==> src/rtl/datapath_pkg.sv <==
// datapath_pkg: opcodes, FSM states and control encodings shared by the datapath sequencer
package datapath_pkg;
  typedef enum logic [4:0] {
    OP_ADD  = 5'b00000, OP_SUB = 5'b00001, OP_AND = 5'b00010, OP_OR  = 5'b00011,
    OP_XOR  = 5'b00100, OP_NOT = 5'b00101, OP_ADDI = 5'b01000, OP_LDW = 5'b10000,
    OP_STW  = 5'b10001, OP_B   = 5'b11000, OP_BZ  = 5'b11001, OP_BL  = 5'b11010
  } opcode_t;
  typedef enum logic [1:0] {FETCH, DECODE, EXEC, MEM} state_t;
  typedef enum logic [1:0] {CL_ALU, CL_MEM, CL_BR, CL_BAD} opclass_t;
  typedef struct packed {
    logic zero_a, sub, cin, fa, and_op, or_op, xor_op, not_op;
  } alu_ctrl_t;
  localparam logic [2:0] PC_INC = 3'b001, PC_ALU = 3'b010, PC_LR = 3'b100;
  localparam logic [1:0] OP2_IMM = 2'd0, OP2_RD2 = 2'd1, OP2_ZERO = 2'd2;
  function automatic opclass_t op_class(input logic [4:0] op);
    case (op)
      OP_ADD, OP_SUB, OP_AND, OP_OR, OP_XOR, OP_NOT, OP_ADDI: return CL_ALU;
      OP_LDW, OP_STW: return CL_MEM;
      OP_B, OP_BZ, OP_BL: return CL_BR;
      default: return CL_BAD;
    endcase
  endfunction
endpackage

==> src/rtl/datapath_ctrl_alu_decode.sv <==
// alu_decode: opcode to ALU function controls; undefined opcodes select nothing
module alu_decode
  import datapath_pkg::*;
(
  input  logic [4:0] op,
  output alu_ctrl_t  ctl
);
  always_comb begin
    ctl = '0;
    case (op)
      OP_SUB: begin
        ctl.fa  = 1'b1;
        ctl.sub = 1'b1;
        ctl.cin = 1'b1;
      end
      OP_AND: ctl.and_op = 1'b1;
      OP_OR:  ctl.or_op  = 1'b1;
      OP_XOR: ctl.xor_op = 1'b1;
      OP_NOT: ctl.not_op = 1'b1;
      OP_ADD, OP_ADDI, OP_LDW, OP_STW, OP_B, OP_BZ, OP_BL: ctl.fa = 1'b1;
      default: ctl = '0;
    endcase
  end
endmodule

==> src/rtl/datapath_ctrl.sv <==
// datapath_ctrl: fetch/decode/execute sequencer driving every control line of the bit-sliced datapath
module datapath_ctrl
  import datapath_pkg::*;
#(
  parameter int IMM_W = 5,
  parameter int NREGS = 8
) (
  input  logic             Clock,
  input  logic             Reset,
  input  logic [15:0]      IrIn,
  input  logic             MemAck,
  input  logic             nZ,
  output logic             MemReq,
  output logic             MemWe,
  output logic             DrBus,
  output logic [NREGS-1:0] Rw,
  output logic [NREGS-1:0] Rs1,
  output logic [NREGS-1:0] Rs2,
  output logic             WdSel,
  output logic             Op1Sel,
  output logic [1:0]       Op2Sel,
  output logic [15:0]      Imm,
  output logic             ZeroA,
  output logic             SUB,
  output logic             CIn,
  output logic             FAOut,
  output logic             AND,
  output logic             OR,
  output logic             XOR,
  output logic             NOT,
  output logic             AluOut,
  output logic [2:0]       PcSel,
  output logic             PcWe,
  output logic             PcIncCin,
  output logic             LrWe,
  output logic             LrSel,
  output logic             Illegal
);
  state_t           state, next;
  logic [15:0]      ir, imm;
  logic             z, quiet, load_ir, set_z;
  logic [4:0]       op;
  opclass_t         cls;
  alu_ctrl_t        ac, alu;
  logic [NREGS-1:0] oh_rd, oh_ra, oh_rb;
  assign op    = ir[15:11];
  assign cls   = op_class(op);
  assign oh_rd = NREGS'(1) << ir[10:8];
  assign oh_ra = NREGS'(1) << ir[7:5];
  assign oh_rb = NREGS'(1) << ir[4:2];
  assign imm   = {{(16-IMM_W){ir[IMM_W-1]}}, ir[IMM_W-1:0]};
  assign {ZeroA, SUB, CIn, FAOut, AND, OR, XOR, NOT} = alu;
  alu_decode u_alu (.op(op), .ctl(ac));
  // quiet holds every output low for one cycle after reset so a stale MemAck cannot be taken
  always_ff @(posedge Clock) begin
    if (Reset) begin
      state <= FETCH;
      ir    <= '0;
      z     <= 1'b0;
      quiet <= 1'b1;
    end else begin
      state <= next;
      quiet <= 1'b0;
      if (load_ir) ir <= IrIn;
      if (set_z) z <= ~nZ;
    end
  end
  always_comb begin
    next     = state;
    load_ir  = 1'b0;
    set_z    = 1'b0;
    MemReq   = 1'b0;
    MemWe    = 1'b0;
    DrBus    = 1'b0;
    Rw       = '0;
    Rs1      = '0;
    Rs2      = '0;
    WdSel    = 1'b0;
    Op1Sel   = 1'b0;
    Op2Sel   = OP2_IMM;
    Imm      = '0;
    alu      = '0;
    AluOut   = 1'b0;
    PcSel    = '0;
    PcWe     = 1'b0;
    PcIncCin = 1'b0;
    LrWe     = 1'b0;
    LrSel    = 1'b0;
    Illegal  = 1'b0;
    if (!quiet) begin
      case (state)
        FETCH: begin
          MemReq = 1'b1;
          Op1Sel = 1'b1;
          Op2Sel = OP2_ZERO;
          alu.fa = 1'b1;
          AluOut = 1'b1;
          if (MemAck) begin
            load_ir  = 1'b1;
            PcWe     = 1'b1;
            PcSel    = PC_INC;
            PcIncCin = 1'b1;
            next     = DECODE;
          end
        end
        DECODE: begin
          Rs1  = oh_ra;
          Rs2  = oh_rb;
          Imm  = imm;
          next = EXEC;
        end
        EXEC: begin
          Imm  = imm;
          next = FETCH;
          if (cls == CL_ALU) begin
            Rs1    = oh_ra;
            Rs2    = oh_rb;
            Op2Sel = (op == OP_ADDI) ? OP2_IMM : OP2_RD2;
            alu    = ac;
            Rw     = oh_rd;
            set_z  = 1'b1;
          end else if (cls == CL_MEM) begin
            Rs1    = oh_ra;
            alu    = ac;
            AluOut = 1'b1;
            next   = MEM;
          end else if (cls == CL_BR) begin
            Op1Sel = 1'b1;
            alu    = ac;
            PcSel  = PC_ALU;
            PcWe   = (op != OP_BZ) || z;
            LrWe   = (op == OP_BL);
          end else begin
            Illegal = 1'b1;
          end
        end
        MEM: begin
          MemReq = 1'b1;
          Rs1    = oh_ra;
          Imm    = imm;
          alu    = ac;
          AluOut = 1'b1;
          if (op == OP_STW) begin
            MemWe = 1'b1;
            DrBus = 1'b1;
            Rs2   = oh_rd;
          end else if (MemAck) begin
            Rw    = oh_rd;
            WdSel = 1'b1;
          end
          if (MemAck) next = FETCH;
        end
      endcase
    end
  end
endmodule

==> config.mk <==
export PLATFORM = sky130hd
export DESIGN_NAME = datapath_ctrl
export DESIGN_NICKNAME = d
export VERILOG_FILES = /design/src/rtl/datapath_pkg.sv /design/src/rtl/datapath_ctrl_alu_decode.sv /design/src/rtl/datapath_ctrl.sv
export SDC_FILE = /design/constraint.sdc
export NUM_CORES = 1
export LEC_CHECK = 0
export CORE_MARGIN = 10
export CORE_UTILIZATION = 36
export DETAILED_ROUTE_END_ITERATION = 8
export GPL_ROUTABILITY_DRIVEN = 0
export PLACE_DENSITY_LB_ADDON = 0.2
export SLEW_MARGIN = 20
export SYNTH_ARGS = -nofsm -noshare
export SYNTH_HDL_FRONTEND = slang
export SYNTH_SLANG_ARGS = --single-unit
==> constraint.sdc <==
create_clock -name Clock -period 1.8 [get_ports Clock]
set_input_delay 0.18 -clock Clock [delete_from_list [all_inputs] [get_ports Clock]]
set_output_delay 0.18 -clock Clock [all_outputs]
set_load 0.01 [all_outputs]
# After elaboration in Yosys (flattened, before gate mapping)
# Memories as Yosys holds them, arrays and structs flattened. A register that Yosys moved wholly into a read port is not among the register bits.
# Cells that the tools add are included.
[word_totals] reg_bits=20 rom_bits=64 in_bits=20 out_inout_bits=64 elab_cells=122 memories=1
[memory_table] name="(name not given)" words=32 word_bits=2 read_ports=1 rd_clocked_by_memory_dff=1 write_ports=0 line_no="datapath_pkg.sv:16" text="case (op)"
[op_classes] n_eq_ne=19 shift=3 muxes=84 n_bitwise=2 n_reduce_logical=9
[ops] operator="8-bit 2-to-1 mux" count=13
[ops] operator="1-bit 2-to-1 mux" count=44
[ops] operator="16-bit 2-to-1 mux" count=2
[ops] operator="8-bit case mux with 2 select lines" count=2
[ops] operator="5-bit equality test (second input constant)" count=5
[ops] operator="8-bit case mux with 3 select lines" count=1
[ops] operator="1-bit by 3-bit << shifter with 8-bit output (first input constant)" count=3
[ops] operator="2-bit 2-to-1 mux" count=10
[ops] operator="5-bit by 2-bit equality test with 1-bit output (second input constant)" count=2
[ops] operator="5-bit by 3-bit equality test with 1-bit output (second input constant)" count=2
[ops] operator="5-bit 2-to-1 mux" count=2
[ops] operator="2-bit case mux with 2 select lines" count=2
[ops] operator="2-bit case mux with 4 select lines" count=1
[ops] operator="4-bit case mux with 2 select lines" count=1
[ops] operator="8-bit OR reduction" count=1
[ops] operator="7-bit 2-to-1 mux" count=1
[ops] operator="2-bit equality test (second input constant)" count=3
[ops] operator="1-bit case mux with 2 select lines" count=3
[ops] operator="3-bit case mux with 2 select lines" count=1
[ops] operator="5-bit by 1-bit equality test with 1-bit output (second input constant)" count=1
[ops] operator="5-bit by 4-bit equality test with 1-bit output (second input constant)" count=1
[ops] operator="5-bit zero test" count=1
[ops] operator="5-bit inequality test (second input constant)" count=1
[ops] operator="2-bit by 1-bit equality test with 1-bit output (second input constant)" count=2
[ops] operator="other kinds (8)" count=12

# Logic depth before layout (Yosys ltp)
# Gate-level depths: netlist of run 1.
[depth] depth_word=8 depth_mapped=7 ltp_nobuf=7

# Hierarchy
# Synthesis of run 1 repeated with hierarchy kept, for this count alone.
[unflattened] hier_cells=238 area_unflattened_um2=1702.9
[modules_own_cells] mod="datapath_ctrl" instances=1 cells_each=221 area_each_um2=1602.8 seq_area_each_um2=440.4
[modules_own_cells] mod="alu_decode" instances=1 cells_each=17 area_each_um2=100.1 seq_area_each_um2=0.0

# Worst setup path before layout of run 1
# OpenSTA, ideal clock, no wires.
[synth_timing] path_type="reg2out" start="register state[0]" end="output port XOR" arrival_time_ns=1.637 t_required_ns=1.620 slack_ns=-0.017 stages_incl_launch_ff=7 cell_sequence="dfxtp_1 > inv_1 > ha_1 > a21boi_0 > o21ai_0 > or3b_2 > nor3_1"
[synth_via] elab_chain_len=3 word_cells_on_any_way=4 cone_classes="eq/ne: 2; mux: 2"
[synth_lines] item="from (decl)" line_no="datapath_ctrl.sv:39" text="state_t state, next;"
[synth_lines] item="from (signal assigned)" line_no="datapath_ctrl.sv:62" text="state <= next;"
[synth_lines] item="2-bit equality test" line_no="datapath_ctrl.sv:91" text="case (state)"
[synth_lines] item="4-bit case mux with 2 select lines (*)" line_no="datapath_ctrl.sv:91"
[synth_lines] item="8-bit 2-to-1 mux (*)" line_no="datapath_ctrl.sv:90" text="if (!quiet) begin"
[synth_lines] item="to (decl)" line_no="datapath_ctrl.sv:29" text="output logic XOR,"
# Every way passes the cells marked *; elsewhere a longest branch is shown, timed or not.

# Worst setup path in the final report of run 1
[layout_timing] start="register ir[14]" end="output port Rs2[4]"
[layout_via] elab_chain_len=4
[layout_lines] item="from (decl)" line_no="datapath_ctrl.sv:40" text="logic [15:0] ir, imm;"
[layout_lines] item="from (signal assigned)" line_no="datapath_ctrl.sv:64" text="if (load_ir) ir <= IrIn;"
[layout_lines] item="5-bit equality test" line_no="datapath_ctrl.sv:143" text="if (op == OP_STW) begin"
[layout_lines] item="8-bit 2-to-1 mux" line_no="datapath_ctrl.sv:143"
[layout_lines] item="8-bit case mux with 3 select lines" line_no="datapath_ctrl.sv:91"
[layout_lines] item="8-bit 2-to-1 mux" line_no="datapath_ctrl.sv:90"
[layout_lines] item="to (decl)" line_no="datapath_ctrl.sv:18" text="output logic [NREGS-1:0] Rs2,"
# No other way between the ends.

==> impl_results.md, run 1 <==
- Status: finished, violations left
- Failing checks: setup timing
- Post-synthesis mux area share: around 4.0%
- Initial DRC count: between 100 and 150
- Non-Filler Instances: ~430
- Post-synthesis compound-gate area fraction: 17.1%
- Synth Area in Adders: roughly 3.7%
- Vias: around 2,200
- DRT met1 WL: around 3.1 mm
- FF-to-FF Start: state[1]
- WS Path Type: reg2out
- Vias in the first global route: 2,178
- Largest family of logic cells by synthesized area: simple AND/OR/NAND/NOR gates
- Wire length on met2: between 3 and 4 mm
- Signal arrival time at the worst endpoint: ~1.9 ns
- Flop2flop setup slack: -0.20 ns
- Fin Clk Skew: 0.0109 ns
- Num CTS Buffers: 3
- Distinct cells, synth: 45
- Die X: roughly 88 um
- Worst min path class: reg2reg
- Detailed placement HPWL: ~5 mm
- Critical Path RT: between 1.5 and 2 ns
- Die area: 7770 um2
- Remaining DRCs: 0
- Setup WS post-layout: -0.276 ns
- Slew Limit Fails: 0
- Crit path max fanout: 4
- DIE HEIGHT: 88.2 um
- Metal3 WL: 553 um
- Mapped Cells: 236
- Filler instances: 313
- Clock-pin transition on the worst setup and hold timing paths: about 0.090 ns
- Setup crit start: ir[14]
- Yosys reg bits: 22
- Syn Area/Cell: 7.09 um2
- CP max stage cell: or4_4
- Largest stage delay, worst path: between 0.5 and 0.6 ns
- Placement Rows: 24
- Port buffer count: 80
- Max frequency: around 0.48 GHz
- Average wire per standard cell: between 15 and 20 um
- Area leader, netlist: dfxtp_1
- Top Metal Used: met4
- Final setup fails: 34
- Startpoint Class: flop
- Layout area overhead: 98.6%
- Seq/Total Area, Yosys: 26.3%
- Final Hold Vio Count: 0
- Avg Vias per Cell: between 5 and 6
- # diodes: 0
- Main flop type after synthesis: dfxtp_1
- Top post-synthesis cells by area: dfxtp_1 (26%), nand2_1 (9.2%), buf_4 (7.2%)
- Period utilisation layout: 115%
- Initial Util: 37.9%
- Syn. warnings: 0
- Wire length of the first global-routing pass: just over 10 mm
- Pin count of the biggest net entering global routing: 14
- CTS Sinks: 22
- Worst setup EP type: output port
- Cell Area, Synth: 1670 um2
- Number of max-cap violations: 0
- Post-synthesis simple-gate area fraction: a little over a third
- Final net count: 400
- Number of flops mapped to enable cells by yosys: 0
- Yosys top cell area share: 26.3%
- DP Cell Count: 395
- GRT overflow: 0
- Peak supply drop: ~0.46 mV
- RSZ-0062 raised after global routing: yes
- Skew-Pair Late Insertion Delay: around 0.26 ns
- Initial antenna violation count: 0
- Post-DRT Antenna Nets: 0
- Layout cell share with drive strength beyond 1: between 50 and 60%
- Power density cells: between 400 and 500 nW/um2
- Max Buffers Root-to-Sink: 2
- Routed wire length: 7.65 mm
- Root buffer cell: clkbuf_8
- Setup TNS Final: -5.48 ns
- Total GRT Usage: 16.0%
- Tmin final: 2.08 ns
- Worst Hold Launch: ir[1]
- Crit path cell chain: or2_4 > or4_4 > nor3_2 > o21a_1 > buf_2
- Leak: about 1.5 nW
- Number of H-tree levels: 1
- XOR/XNOR Fraction of Synth Area: 0%
- CTS tree: done
- First drt pass iteration count: 4
- IO Pins: 84
- Asr flop ratio synth: 0%
- Core Area: about 4400 um2
- Power, Total: 1.56 mW
[synthesized netlist by cell type (2+ instances only)]
library cell and instances:
a211oi_1 4, a21boi_0 2, a21oi_1 21, and2_1 5
buf_4 16, clkbuf_1 8, dfxtp_1 22, ha_1 5
inv_1 9, mux2_2 2, mux2i_1 3, nand2_1 41
nand2b_1 9, nand3_1 5, nor2_1 27, nor2b_1 3
nor3_1 11, nor3b_1 4, nor4_1 3, o21a_1 2
o21ai_0 5, o32a_1 3, or2_2 3, or3_1 2
[critical path, delay by kind of cell (launching register included)]
family	cells	cell delay (ns)
buffers and inverters	1	0.13
DFF	1	0.31
and+or+nand+nor	3	1.03
AOI/OAI and AO/OA	1	0.17
[cells in the final DEF, fill, tap and decap left out, drive strengths merged, types with 4 or more instances in the layout]
cell type	Yosys	final
nor4	4	4
inv	10	10
nand2b	9	9
o21ai	5	5
nand2	41	41
ha	5	5
and2	6	6
clkdlybuf4s50	0	19
a211oi	4	4
clkbuf	8	15
nor2	27	27
nor3b	4	4
nand3	5	5
nor3	11	11
a21oi	21	21
buf	18	122
dfxtp	22	22
or2	4	4
[registers in the layout, indices dropped and copies added, names as in the netlist]
signal,flops
cls,2
ir,16
quiet,1
z,1
state,2
[logic make-up (layout without fill, tap and decap cells)]
kind of cell	Yosys count	count (layout)
AND/OR/NAND/NOR	122	122
AO/OA/AOI/OAI	44	44
buffers and inverters	36	172
flip-flops	22	22
multiplexers	6	6
adder cells (fa/ha/maj)	5	5
other	1	3
[metal layers]
metal	global-route usage [%]	vias to the layer above
met5	0	-
met4	4.56	0
met3	3.90	17
met2	28.0	97
met1	18.8	1048
li1	-	1065
[where the power goes]
part,switching (mW),internal [mW]
sequential,0.0375,0.513
combinational,0.258,0.300
clock,0.158,0.297
total,0.454,1.11
[per-stage QoR]
stage | hold slack, ns | setup slack, ns | instance area [um2] | util, %
5_1_grt | 0.459 | -0.324 | 3320 | 75.3
2_1_floorplan | 0.208 | 0.0364 | 1690 | -
3_5_place_dp | 0.445 | -0.508 | 2790 | 63.2
4_1_cts | 0.458 | -0.240 | 3090 | 70.1
3_3_place_gp | 0.442 | -0.452 | 2790 | 63.2
6_report | 0.459 | -0.276 | 3320 | 75.3
[repair_timing]
action,4_1_cts,5_1_grt
hold buffers,0,0
setup buffers,23,10
gates resized for setup,268,92
pin swaps,25,27
endpoints found under the setup margin,64,59
[path summary, 6_finish.rpt]
check / to / cells past startpoint
min: ir[1] / 2
min reg2reg: ir[1] / 2
max: Rs2[4] / 5
max reg2reg: cls[0] / 9
[cell type report]
type / count / area (um2) / share of cell area, %
clock buffers: 3 / 41.3 / 1.24
clock inverters: 1 / 30.0 / 0.904
inverters: 10 / 50.0 / 1.51
multi-input cells: 180 / 1420 / 42.7
flip-flops and latches: 22 / 448 / 13.5
well taps: 52 / 65.1 / 1.96
repair buffers: 158 / 1270 / 38.2
(Power assumes the default switching activity.)
==> inputs of run 2 (changes only) <==
- ABC_AREA: default -> 1
- CORE_UTILIZATION: 36 -> 37
- PLACE_DENSITY: default -> 0.79
- PLACE_DENSITY_LB_ADDON: 0.2 -> default
==> impl_results.md, run 2 <==
- Asr flop ratio synth: 0%
- Syn. warnings: 0
- Filler instances: 387
- Number of flops mapped to enable cells by yosys: 0
- Pin count of the biggest net entering global routing: 22
- Top post-synthesis cells by area: dfxtp_1 (26%), nor2_1 (11%), inv_1 (9.9%)
- Detailed placement HPWL: approximately 4.6 mm
- Vias: 2,174
- Initial Util: between 30% and 40%
- Seq/Total Area, Yosys: between 20% and 30%
- Root buffer cell: clkbuf_8
- Setup TNS Final: -0.270 ns
- Top-count cell post-synth: nor2_1
- Startpoint Class: flop
- Power density cells: about 510 nW/um2
- WS Path Type: reg2out
- Number of H-tree levels: 1
- Placement Rows: 24
- Main flop type after synthesis: dfxtp_1
- GRT overflow: 0
- Fin Clk Skew: 0.00537 ns
- Status: finished, violations left
- Tmin final: about 1.9 ns
- Area leader, netlist: dfxtp_1
- FF-to-FF Start: state[1]
- Final setup fails: 4
- Failing checks: setup timing
- Yosys top cell area share: between 20% and 30%
- Layout area overhead: 67.3%
- Slew Limit Fails: 0
- Cell Area, Synth: 1710 um2
- Crit path max fanout: 4
- Die area: 7750 um2
- Layout cell share with drive strength beyond 1: ~45%
- Critical Path RT: around 1.6 ns
- Commonest cells after routing, fill and taps aside: nor2_1 (37), buf_2 (37), inv_1 (36)
- Initial antenna violation count: 0
- RR Endpoint: cls[1]
- Initial DRC count: 78
- Max FFs per register: 16
- Area of the multi-input gates: about 1200 um2
- Signal arrival time at the worst endpoint: around 1.7 ns
- Average wire per standard cell: 15.0 um
- # diodes: 0
- Peak supply drop: roughly 0.27 mV
- Num CTS Buffers: 3
- Largest Register: ir
- Number of max-cap violations: 0
- Leak: approximately 1.4 nW
- Max frequency: roughly 0.53 GHz
- DIE HEIGHT: approximately 90 um
- Worst setup EP type: output port
- Distinct cells, synth: 30
- Mapped Cells: between 200 and 300
- Skew-Pair Late Insertion Delay: around 0.27 ns
- Syn Area/Cell: between 6 and 7 um2
- Worst Hold Launch: ir[0]
- Avg Vias per Cell: ~5
- Routed wire length: between 6 and 7 mm
- Remaining DRCs: 0
- IO Pins: 84
- Max Buffers Root-to-Sink: 2
- Port buffer count: 80
- Vias in the first global route: 2,017
- Worst slack, placed: -0.197 ns
- Cell depth of the worst flop-to-flop path: 13
- CTS tree: done
- Final net count: about 410
- First drt pass iteration count: 4
- RSZ-0062 raised after global routing: yes
- Post-DRT Antenna Nets: 0
- Total GRT Usage: between 10 and 15%
- Core Area: about 4400 um2
- Non-Filler Instances: 440
- Wire length of the first global-routing pass: 9.27 mm
- Final Hold Vio Count: 0
- Hold Path Depth: 2
- CTS Sinks: 22
- Setup WS post-layout: -0.0744 ns
- Clock-pin transition on the worst setup and hold timing paths: approximately 0.090 ns
- Area occupied by registers: 452 um2
- Die X: about 88 um
- Synth cell count leaders: nor2_1 (50), inv_1 (45), nand2_1 (45)
- Period utilisation layout: 104%
- Yosys reg bits: 22
- Worst min path class: reg2reg
- Power, Total: about 1.5 mW
- Flop2flop setup slack: roughly 0.10 ns
- Hold Path End: ir[0]
- DP Cell Count: between 400 and 500
[run 2: changes by cell type after synthesis, moves of 9 or more]
cell / change
nand3_1: +13
nand2b_1: -9
o21ai_0: +9
nor2_1: +23
inv_1: +36
o22ai_1: +9
[run 2: timing repair]
item | 4_1_cts | 5_1_grt
setup buffers | 10 | 3
cloned | 1 | 1
gates resized for setup | 226 | 64
setup endpoints to repair | 62 | 57
pin swaps | 8 | 12
hold buffers | 0 | 0
[run 2: how the worst max path moves through the flow]
stage                        start       to  slack [ns]  cells past startpoint
final                     state[0]    Rw[7]       -0.07                     10
after detailed placement    MemAck    WdSel       -0.20                      4
after CTS                   ir[13]    Rw[6]       -0.07                      9
after floorplan           state[1]  Imm[10]        0.04                      7
after global placement      MemAck    WdSel       -0.18                      4
after global routing      state[0]    Rw[7]       -0.15                     10
[run 2: metal layers]
metal	part of all wire (%)	GRT usage, %
met4	1.2	5.56
met1	39	16.1
met3	11	5.01
met2	49	25.0
met5	0	0
[run 2: cell families after synthesis]
logic type                 Yosys count  share of synthesized area (%)
buffers and inverters               69                           18.9
DFF                                 22                           25.7
and+or+nand+nor                    135                           36.6
AOI/OAI and AO/OA                   45                           15.0
adders and majority gates            5                           3.65
other                                1                          0.219
[run 2: critical path, stage by stage (launching register included)]
cell and delay (ns):
dfxtp_4 0.37, inv_4 0.05, ha_4 0.16, buf_6 0.12
nand3_4 0.09, inv_4 0.04, a21oi_4 0.19, buf_4 0.15
buf_6 0.09, nor2_2 0.03, buf_2 0.14
[run 2: report_power, final]
group          total (mW)  leakage, nW  switching [mW]  internal, mW
clock               0.372       0.0288           0.176         0.196
sequential          0.561        0.183          0.0357         0.526
combinational       0.530         1.15           0.297         0.233
total                1.46         1.36           0.509         0.954
[run 2: layout make-up]
type                       instances  area share, %
clock buffer                       4           1.92
inverter                          48           6.55
multi-input combinational        189           41.5
sequential                        22           15.8
tap                               52           2.27
timing repair buffer             125           31.9
[run 2: per-stage QoR]
stage / hold slack [ns] / cell area [um2] / utilization, %
after floorplan: 0.208 / 1720 / -
after detailed placement: 0.445 / 2690 / 60.8
after CTS: 0.458 / 2770 / 62.8
after global routing: 0.477 / 2860 / 64.9
after global placement: 0.441 / 2690 / 60.8
final: 0.454 / 2860 / 64.9
==> inputs of run 3 (changes only) <==
- ABC_CLOCK_PERIOD_IN_PS: default -> 1800
==> results of run 3 <==
Final layout, timing and power as in run 2 (identical DEF).
